$ cat src/rtl/upd7800_pkg.sv
// =====================================================================
// upd7800_pkg : shared types, opcodes and reset values for the uPD7800 subset core
// Rev 1.0
// =====================================================================
`default_nettype none

package upd7800_pkg;

  typedef enum logic [2:0] {
    ST_RST   = 3'd0,
    ST_FETCH = 3'd1,
    ST_RD1   = 3'd2,
    ST_RD2   = 3'd3,
    ST_WR    = 3'd4
  } state_e;

  typedef enum logic [1:0] {
    T1 = 2'd0,
    T2 = 2'd1,
    T3 = 2'd2
  } tstate_e;

  // Which clock enable the phase tracker will accept next
  typedef enum logic [1:0] {
    PH_CP1P = 2'd0,
    PH_CP1N = 2'd1,
    PH_CP2P = 2'd2,
    PH_CP2N = 2'd3
  } phase_e;

  typedef enum logic [1:0] {
    K_NOP  = 2'd0,
    K_JMP  = 2'd1,
    K_MVIA = 2'd2,
    K_STAW = 2'd3
  } kind_e;

  localparam logic [7:0]  OP_NOP  = 8'h00;
  localparam logic [7:0]  OP_JMP  = 8'h54;
  localparam logic [7:0]  OP_MVIA = 8'h69;
  localparam logic [7:0]  OP_STAW = 8'h63;

  localparam logic [15:0] RST_A   = 16'h0000;
  localparam logic [15:0] RST_PC  = 16'h0000;
  localparam logic [7:0]  RST_DBO = 8'h00;
  localparam logic [7:0]  RST_ACC = 8'h00;
  localparam logic [7:0]  V_REG   = 8'h00;

  // Unknown or unlisted opcodes fall through to NOP, so X never reaches the sequencer
  function automatic kind_e decode_op(input logic [7:0] op);
    case (op)
      OP_JMP:  return K_JMP;
      OP_MVIA: return K_MVIA;
      OP_STAW: return K_STAW;
      default: return K_NOP;
    endcase
  endfunction

endpackage

`default_nettype wire

$ cat src/rtl/upd7800_if.sv
// =====================================================================
// upd7800_if : external memory bus (address, data in/out, output enable, M1)
// Rev 1.0
// =====================================================================
`default_nettype none

interface upd7800_if;
  logic [15:0] A;
  logic [7:0]  DB_I;
  logic [7:0]  DB_O;
  logic        DB_OE;
  logic        M1;

  modport master (output A, output DB_O, output DB_OE, output M1, input DB_I);
  modport slave  (input A, input DB_O, input DB_OE, input M1, output DB_I);
endinterface

`default_nettype wire

$ cat src/rtl/upd7800_phase.sv
// =====================================================================
// upd7800_phase : CP enable rotation tracker, cp2 level and T1-T3 strobes
// Rev 1.0
// =====================================================================
`default_nettype none

module upd7800_phase
  import upd7800_pkg::*;
(
  input  logic clk_i,
  input  logic rst_i,
  input  logic cp1p_i,
  input  logic cp1n_i,
  input  logic cp2p_i,
  input  logic cp2n_i,
  output logic t1_start_o,
  output logic t2_start_o,
  output logic t3_sample_o
);

  phase_e  ph_q, ph_d;
  tstate_e t_q, t_d;
  logic    run_q, run_d;
  logic    cp2_q, cp2_d;
  logic    w_cp1p, w_cp1n, w_cp2p, w_cp2n;

  // An enable counts only when it is the next one in the rotation
  assign w_cp1p = cp1p_i && (ph_q == PH_CP1P);
  assign w_cp1n = cp1n_i && (ph_q == PH_CP1N);
  assign w_cp2p = cp2p_i && (ph_q == PH_CP2P);
  assign w_cp2n = cp2n_i && (ph_q == PH_CP2N);

  always_comb begin
    ph_d  = ph_q;
    t_d   = t_q;
    run_d = run_q;
    cp2_d = cp2_q;
    if (w_cp1p) begin
      ph_d  = PH_CP1N;
      run_d = 1'b1;
      if (run_q) begin
        case (t_q)
          T1:      t_d = T2;
          T2:      t_d = T3;
          default: t_d = T1;
        endcase
      end else begin
        t_d = T1;
      end
    end
    if (w_cp1n) ph_d = PH_CP2P;
    if (w_cp2p) begin
      ph_d  = PH_CP2N;
      cp2_d = 1'b1;
    end
    if (w_cp2n) begin
      ph_d  = PH_CP1P;
      cp2_d = 1'b0;
    end
  end

  always_ff @(posedge clk_i or posedge rst_i) begin
    if (rst_i) begin
      ph_q  <= PH_CP1P;
      t_q   <= T1;
      run_q <= 1'b0;
      cp2_q <= 1'b0;
    end else begin
      ph_q  <= ph_d;
      t_q   <= t_d;
      run_q <= run_d;
      cp2_q <= cp2_d;
    end
  end

  // The very first accepted CP1 rising edge opens T1 without advancing
  assign t1_start_o  = w_cp1p && (!run_q || (t_q == T3));
  assign t2_start_o  = w_cp1p && run_q && (t_q == T1);
  assign t3_sample_o = w_cp2n && run_q && (t_q == T3);

endmodule

`default_nettype wire

$ cat src/rtl/upd7800_cpu.sv
// =====================================================================
// upd7800_cpu : uPD7800-subset core - bus-cycle FSM, PC/ACC/W registers, bus drive
// Rev 1.0
// =====================================================================
`default_nettype none

module upd7800_cpu
  import upd7800_pkg::*;
(
  input  logic      CLK,
  input  logic      RESET,
  input  logic      CP1_POSEDGE,
  input  logic      CP1_NEGEDGE,
  input  logic      CP2_POSEDGE,
  input  logic      CP2_NEGEDGE,
  upd7800_if.master bus
);

  state_e      state_q, state_d;
  kind_e       kind_q, kind_d;
  logic [15:0] pc_q, pc_d;
  logic [7:0]  acc_q, acc_d;
  logic [15:0] w_q, w_d;
  logic [15:0] a_q, a_d;
  logic [7:0]  dbo_q, dbo_d;
  logic        dboe_q, dboe_d;
  logic        m1_q, m1_d;
  logic [15:0] w_tgt;
  logic        w_t1_start, w_t2_start, w_t3_sample;

  upd7800_phase u_phase (
    .clk_i       (CLK),
    .rst_i       (RESET),
    .cp1p_i      (CP1_POSEDGE),
    .cp1n_i      (CP1_NEGEDGE),
    .cp2p_i      (CP2_POSEDGE),
    .cp2n_i      (CP2_NEGEDGE),
    .t1_start_o  (w_t1_start),
    .t2_start_o  (w_t2_start),
    .t3_sample_o (w_t3_sample)
  );

  always_comb begin
    state_d = state_q;
    kind_d  = kind_q;
    pc_d    = pc_q;
    acc_d   = acc_q;
    w_d     = w_q;
    a_d     = a_q;
    dbo_d   = dbo_q;
    dboe_d  = dboe_q;
    m1_d    = m1_q;
    w_tgt   = pc_q;

    if (w_t3_sample) begin
      case (state_q)
        ST_FETCH: kind_d     = decode_op(bus.DB_I);
        ST_RD1:   w_d[7:0]   = bus.DB_I;
        ST_RD2:   w_d[15:8]  = bus.DB_I;
        default:  ;
      endcase
    end

    if (w_t2_start && (state_q == ST_WR)) begin
      dbo_d  = acc_q;
      dboe_d = 1'b1;
    end

    // End of T3: retire the finished cycle and launch the next one
    if (w_t1_start) begin
      dboe_d = 1'b0;
      case (state_q)
        ST_RST:   state_d = ST_FETCH;
        ST_FETCH: state_d = (kind_q == K_NOP) ? ST_FETCH : ST_RD1;
        ST_RD1: begin
          case (kind_q)
            K_JMP:   state_d = ST_RD2;
            K_STAW:  state_d = ST_WR;
            K_MVIA: begin
              acc_d   = w_q[7:0];
              state_d = ST_FETCH;
            end
            default: state_d = ST_FETCH;
          endcase
        end
        ST_RD2: begin
          w_tgt   = w_q;
          state_d = ST_FETCH;
        end
        default:  state_d = ST_FETCH;
      endcase

      if (state_d == ST_WR) begin
        a_d = {V_REG, w_q[7:0]};
      end else begin
        a_d  = w_tgt;
        pc_d = w_tgt + 16'd1;
      end
      m1_d = (state_d == ST_FETCH);
    end
  end

  always_ff @(posedge CLK or posedge RESET) begin
    if (RESET) begin
      state_q <= ST_RST;
      kind_q  <= K_NOP;
      pc_q    <= RST_PC;
      acc_q   <= RST_ACC;
      w_q     <= 16'h0000;
      a_q     <= RST_A;
      dbo_q   <= RST_DBO;
      dboe_q  <= 1'b0;
      m1_q    <= 1'b0;
    end else begin
      state_q <= state_d;
      kind_q  <= kind_d;
      pc_q    <= pc_d;
      acc_q   <= acc_d;
      w_q     <= w_d;
      a_q     <= a_d;
      dbo_q   <= dbo_d;
      dboe_q  <= dboe_d;
      m1_q    <= m1_d;
    end
  end

  assign bus.A     = a_q;
  assign bus.DB_O  = dbo_q;
  assign bus.DB_OE = dboe_q;
  assign bus.M1    = m1_q;

endmodule

`default_nettype wire

$ cat src/flat_wrapper.sv
// flat-port wrapper written by rule: the top's interface ports become plain ports
module upd7800_cpu_flat import upd7800_pkg::*;
  (CLK, RESET, CP1_POSEDGE, CP1_NEGEDGE, CP2_POSEDGE, CP2_NEGEDGE, bus_A, bus_DB_O, bus_DB_OE, bus_M1, bus_DB_I);
  upd7800_if bus_i ();
  input  logic CLK;
  input  logic RESET;
  input  logic CP1_POSEDGE;
  input  logic CP1_NEGEDGE;
  input  logic CP2_POSEDGE;
  input  logic CP2_NEGEDGE;
  output wire logic [$bits(bus_i.A)-1:0] bus_A;
  output wire logic [$bits(bus_i.DB_O)-1:0] bus_DB_O;
  output wire logic [$bits(bus_i.DB_OE)-1:0] bus_DB_OE;
  output wire logic [$bits(bus_i.M1)-1:0] bus_M1;
  input wire logic [$bits(bus_i.DB_I)-1:0] bus_DB_I;
  assign bus_A = bus_i.A;
  assign bus_DB_O = bus_i.DB_O;
  assign bus_DB_OE = bus_i.DB_OE;
  assign bus_M1 = bus_i.M1;
  assign bus_i.DB_I = bus_DB_I;
  upd7800_cpu u_core (.CLK(CLK), .RESET(RESET), .CP1_POSEDGE(CP1_POSEDGE), .CP1_NEGEDGE(CP1_NEGEDGE), .CP2_POSEDGE(CP2_POSEDGE), .CP2_NEGEDGE(CP2_NEGEDGE), .bus(bus_i));
endmodule
$ cat config.mk
export PLATFORM = sky130hd
export DESIGN_NAME = upd7800_cpu_flat
export DESIGN_NICKNAME = d
export VERILOG_FILES = /design/src/rtl/upd7800_pkg.sv /design/src/rtl/upd7800_if.sv /design/src/rtl/upd7800_phase.sv /design/src/rtl/upd7800_cpu.sv /design/src/flat_wrapper.sv
export SDC_FILE = /design/constraint.sdc
export NUM_CORES = 1
export LEC_CHECK = 0
export ABC_AREA = 0
export CAP_MARGIN = 10
export CORE_MARGIN = 5
export CORE_UTILIZATION = 52
export CTS_CLUSTER_DIAMETER = 30
export DETAILED_ROUTE_END_ITERATION = 10
export GPL_TIMING_DRIVEN = 0
export HOLD_SLACK_MARGIN = 0.03
export PLACE_DENSITY = 0.73
export SETUP_SLACK_MARGIN = 0.05
export SLEW_MARGIN = 20
export SYNTH_ARGS = -nofsm -noshare
export SYNTH_HDL_FRONTEND = slang
export SYNTH_SLANG_ARGS = --single-unit
$ cat constraint.sdc
create_clock -name CLK -period 3 [get_ports CLK]
set_input_delay 0.75 -clock CLK [delete_from_list [all_inputs] [get_ports CLK]]
set_output_delay 0.75 -clock CLK [all_outputs]
set_load 0.005 [all_outputs]
==> impl_metrics.env <==
export IMPL_tns_ns=0
export IMPL_nFillCells=581
export IMPL_grt_pass1_wl_mm=14.7
export IMPL_nets=427
export IMPL_dieWidth_um=95.6
export IMPL_yosys_area_share_simple_pct=15.4
export IMPL_antenna_found_initial=0
export IMPL_area_delta_synth_final_pct=20.5
export IMPL_path_cells="clkdlybuf4s50_1, or3b_1, buf_2, a21oi_2, nand2_1, nor2_2, mux2_2"
export IMPL_gr_total_overflow=0
export IMPL_syn_mean_instance_area_um2=10.5
export IMPL_clkPwrFrac_pct=30.6
export IMPL_worst_pin_slew_ns=0.608
export IMPL_period_needed_ns=2.63
export IMPL_synth_commonest_cells="dfrtp_1 (76), nand2_1 (43), mux2_2 (35)"
export IMPL_clock_path_buffers=2
export IMPL_ir_drop_mv=0.361
export IMPL_synth_adder_area_share_pct=0
export IMPL_drive_gt1_share_pct=17.7
export IMPL_p_sw_share_pct=28.2
export IMPL_power_density_nw_per_um2=667
export IMPL_power_switching_mw=0.864
export IMPL_path_clk_slew_ns=0.08
export IMPL_synth_top_area_share_pct=50.0
export IMPL_io_pins=40
export IMPL_synth_nets=376
export IMPL_multi_input_area_um2=1780
export IMPL_cts_tree="yes"
export IMPL_track_usage_pct=21.2
export IMPL_ys_warn_count=0
export IMPL_cp_data_arrival_time_ns=2.87
export IMPL_grt_busiest_layer="met2"
export IMPL_clockRootBuffer="clkbuf_8"
export IMPL_p_int_mw=2.20
export IMPL_final_core_util_pct=63.9
export IMPL_syn_area_um2=3810
export IMPL_synthMuxAreaShare_pct=16.8
export IMPL_crit_path_start_kind="primary input"
export IMPL_yosys_area_top_type="dfrtp_1"
export IMPL_grt_max_degree=56
export IMPL_cts_resized=0
export IMPL_post_cts_buffers=0
export IMPL_p_leak_nw=2.13
export IMPL_gp_congestion=0.928
export IMPL_fmaxAchievable_ghz=0.380
export IMPL_ys_flop_type="dfrtp_1"
export IMPL_finClkSkew_ns=0.00784
export IMPL_viasPerCell=5.81
export IMPL_ctsHoldBuffers=0
export IMPL_hold_class="flop to flop"
export IMPL_crit_fanout=8
export IMPL_synth_distinct_cells=53
export IMPL_met3_usage_pct=4.66
export IMPL_crit_path_end_kind="flop"
export IMPL_yosysMostFrequentCell="dfrtp_1"
export IMPL_power_frac_seq_pct=45.2
export IMPL_synth_compound_area_share_pct=13.5
export IMPL_insertion_delay_ns=0.35
export IMPL_setup_viol=0
export IMPL_whs_ns=0.480
export IMPL_core_um2=7180
export IMPL_dr_pass1_iters=5
export IMPL_fp_row_count=31
export IMPL_ys_seq_area_share_pct=50.0
export IMPL_fin_total_pwr_mw=3.06
export IMPL_cpMaxStageDelayCell="clkdlybuf4s50_1"
export IMPL_syn_inst=362
export IMPL_hold_violations=0
export IMPL_required_ns=3.24
export IMPL_route_detailed_drc=0
export IMPL_synth_top_family_by_area="multiplexers"
export IMPL_path_buf_inv=2
export IMPL_status="finished clean"
export IMPL_vias=3000
export IMPL_slew_violations=0
export IMPL_grt_pass1_vias=2899
export IMPL_grt_use_met1_pct=29.3
export IMPL_postRouteWirelength_mm=8.73
export IMPL_cap_viol_max_count=0
export IMPL_antenna_left=0
export IMPL_relSlewSlack_pct=59.3
export IMPL_dr_first_iter_drc_count=181
export IMPL_die_h_um=95.6
export IMPL_cts_sinks=76
export IMPL_rsz0062_at_grt="no"
export IMPL_start_util_pct=53.0
export IMPL_synthXorXnorAreaFrac_pct=0.920
export IMPL_synth_area_top_cells="dfrtp_1 (50%), mux2_2 (10%), mux2i_1 (5.5%)"
export IMPL_yosys_register_bits=76
export IMPL_die_area_um2=9130
export IMPL_synth_edff_count=0
export IMPL_cp_top_family="simple AND/OR/NAND/NOR gates"
export IMPL_seqCellArea_um2=1900
export IMPL_share_comb_of_total_power_pct=24.2
export IMPL_cts_buffers_inserted=9
export IMPL_synthArstFlopShare_pct=100
export IMPL_dpl_hpwl_mm=6.28
export IMPL_cpPeakStageDelay_ns=0.47
export IMPL_met2_usage_pct=32.2
export IMPL_io_buffers=39
export IMPL_wl_per_cell_um=16.9
export IMPL_path_class="primary input to flop"
export IMPL_htree_levels=3
export IMPL_fin_crit_sh_pct=87.8
export IMPL_diodes=0
## path summary, 6_finish.rpt
path / from / end / slack [ns] / depth (start not counted)
max: CP1_POSEDGE / u_core.acc_q[5]$_DFFE_PP0P_ / 0.37 / 7
min: u_core.bus.A[4]$_DFFE_PP0N_ / u_core.bus.A[4]$_DFFE_PP0N_ / 0.48 / 2
max reg2reg: u_core.w_q[3]$_DFFE_PP0P_ / u_core.pc_q[13]$_DFFE_PP0P_ / 0.60 / 6
min reg2reg: u_core.bus.A[4]$_DFFE_PP0N_ / u_core.bus.A[4]$_DFFE_PP0N_ / 0.48 / 2
max in group asynchronous: RESET / u_core.bus.A[8]$_DFFE_PP0N_ / 1.74 / 3
min in group asynchronous: RESET / u_core.acc_q[2]$_DFFE_PP0P_ / 0.70 / 2
## layer usage
metal | up-vias | share of wire, %
met4 | 0 | 2.0
li1 | 1405 | -
met5 | - | 0
met3 | 19 | 6.0
met1 | 1463 | 45
met2 | 113 | 47
## cell type report
cell class / count / area share [%]
tap: 99 / 2.70
buffer: 17 / 1.91
inverter: 11 / 0.954
clock inverter: 5 / 2.18
clock buffer: 10 / 3.00
multi-input combinational: 258 / 38.7
timing repair buffer: 40 / 9.11
sequential: 76 / 41.5
## worst register-to-register path, delay by kind of cell, from the launching register on
family | cells | cell delay (ns)
AO/OA/AOI/OAI | 2 | 0.38
AND/OR/NAND/NOR | 3 | 1.07
multiplexers | 1 | 0.34
flip-flops | 1 | 0.52
## stage by stage
stage	instance area (um^2)	std cells	setup slack [ns]
after floorplan	3810	362	0.312
after global placement	4320	500	-0.915
after detailed placement	4350	501	-0.0183
after CTS	4590	516	0.374
after global routing	4590	516	0.236
final	4590	516	0.366
## registers in the layout, indices dropped and copies added (netlist names)
| signal | count |
|---|---|
| u_core.state_q | 3 |
| u_core.kind_q | 2 |
| u_core.u_phase.run_q | 1 |
| u_core.bus.DB_OE | 1 |
| u_core.bus.DB_O | 8 |
| u_core.acc_q | 8 |
| u_core.u_phase.ph_q | 2 |
| u_core.bus.M1 | 1 |
| u_core.bus.A | 16 |
| u_core.w_q | 16 |
| u_core.u_phase.t_q | 2 |
| u_core.pc_q | 16 |
## power groups by stage
stage | logic (mW) | registers (mW) | clock network (mW)
6_report | 0.740 | 1.38 | 0.936
5_1_grt | 0.831 | 1.42 | 1.00
4_1_cts | 0.750 | 1.39 | 0.950
3_5_place_dp | 0.748 | 1.40 | 0
3_3_place_gp | 0.720 | 1.39 | 0
2_1_floorplan | 0.404 | 1.38 | 0
## layout by cell type, fill, tap and decap left out, types with 8 or more instances in the layout
| cell type | count |
|---|---|
| a21oi_1 | 24 |
| clkbuf_1 | 8 |
| clkbuf_8 | 10 |
| clkdlybuf4s50_1 | 39 |
| dfrtp_1 | 76 |
| inv_1 | 10 |
| mux2_2 | 35 |
| mux2i_1 | 21 |
| nand2_1 | 43 |
| nand3_1 | 8 |
| nor2_1 | 19 |
| o21ai_0 | 26 |
| o31ai_1 | 10 |
## logic make-up (layout without fill, tap and decap cells)
family	Yosys count	in the layout
compound gates	84	84
xor+xnor	4	4
buf+inv	28	83
flops	76	76
mux	58	58
simple gates	112	112
No activity file was read; power rests on OpenSTA's default activity.
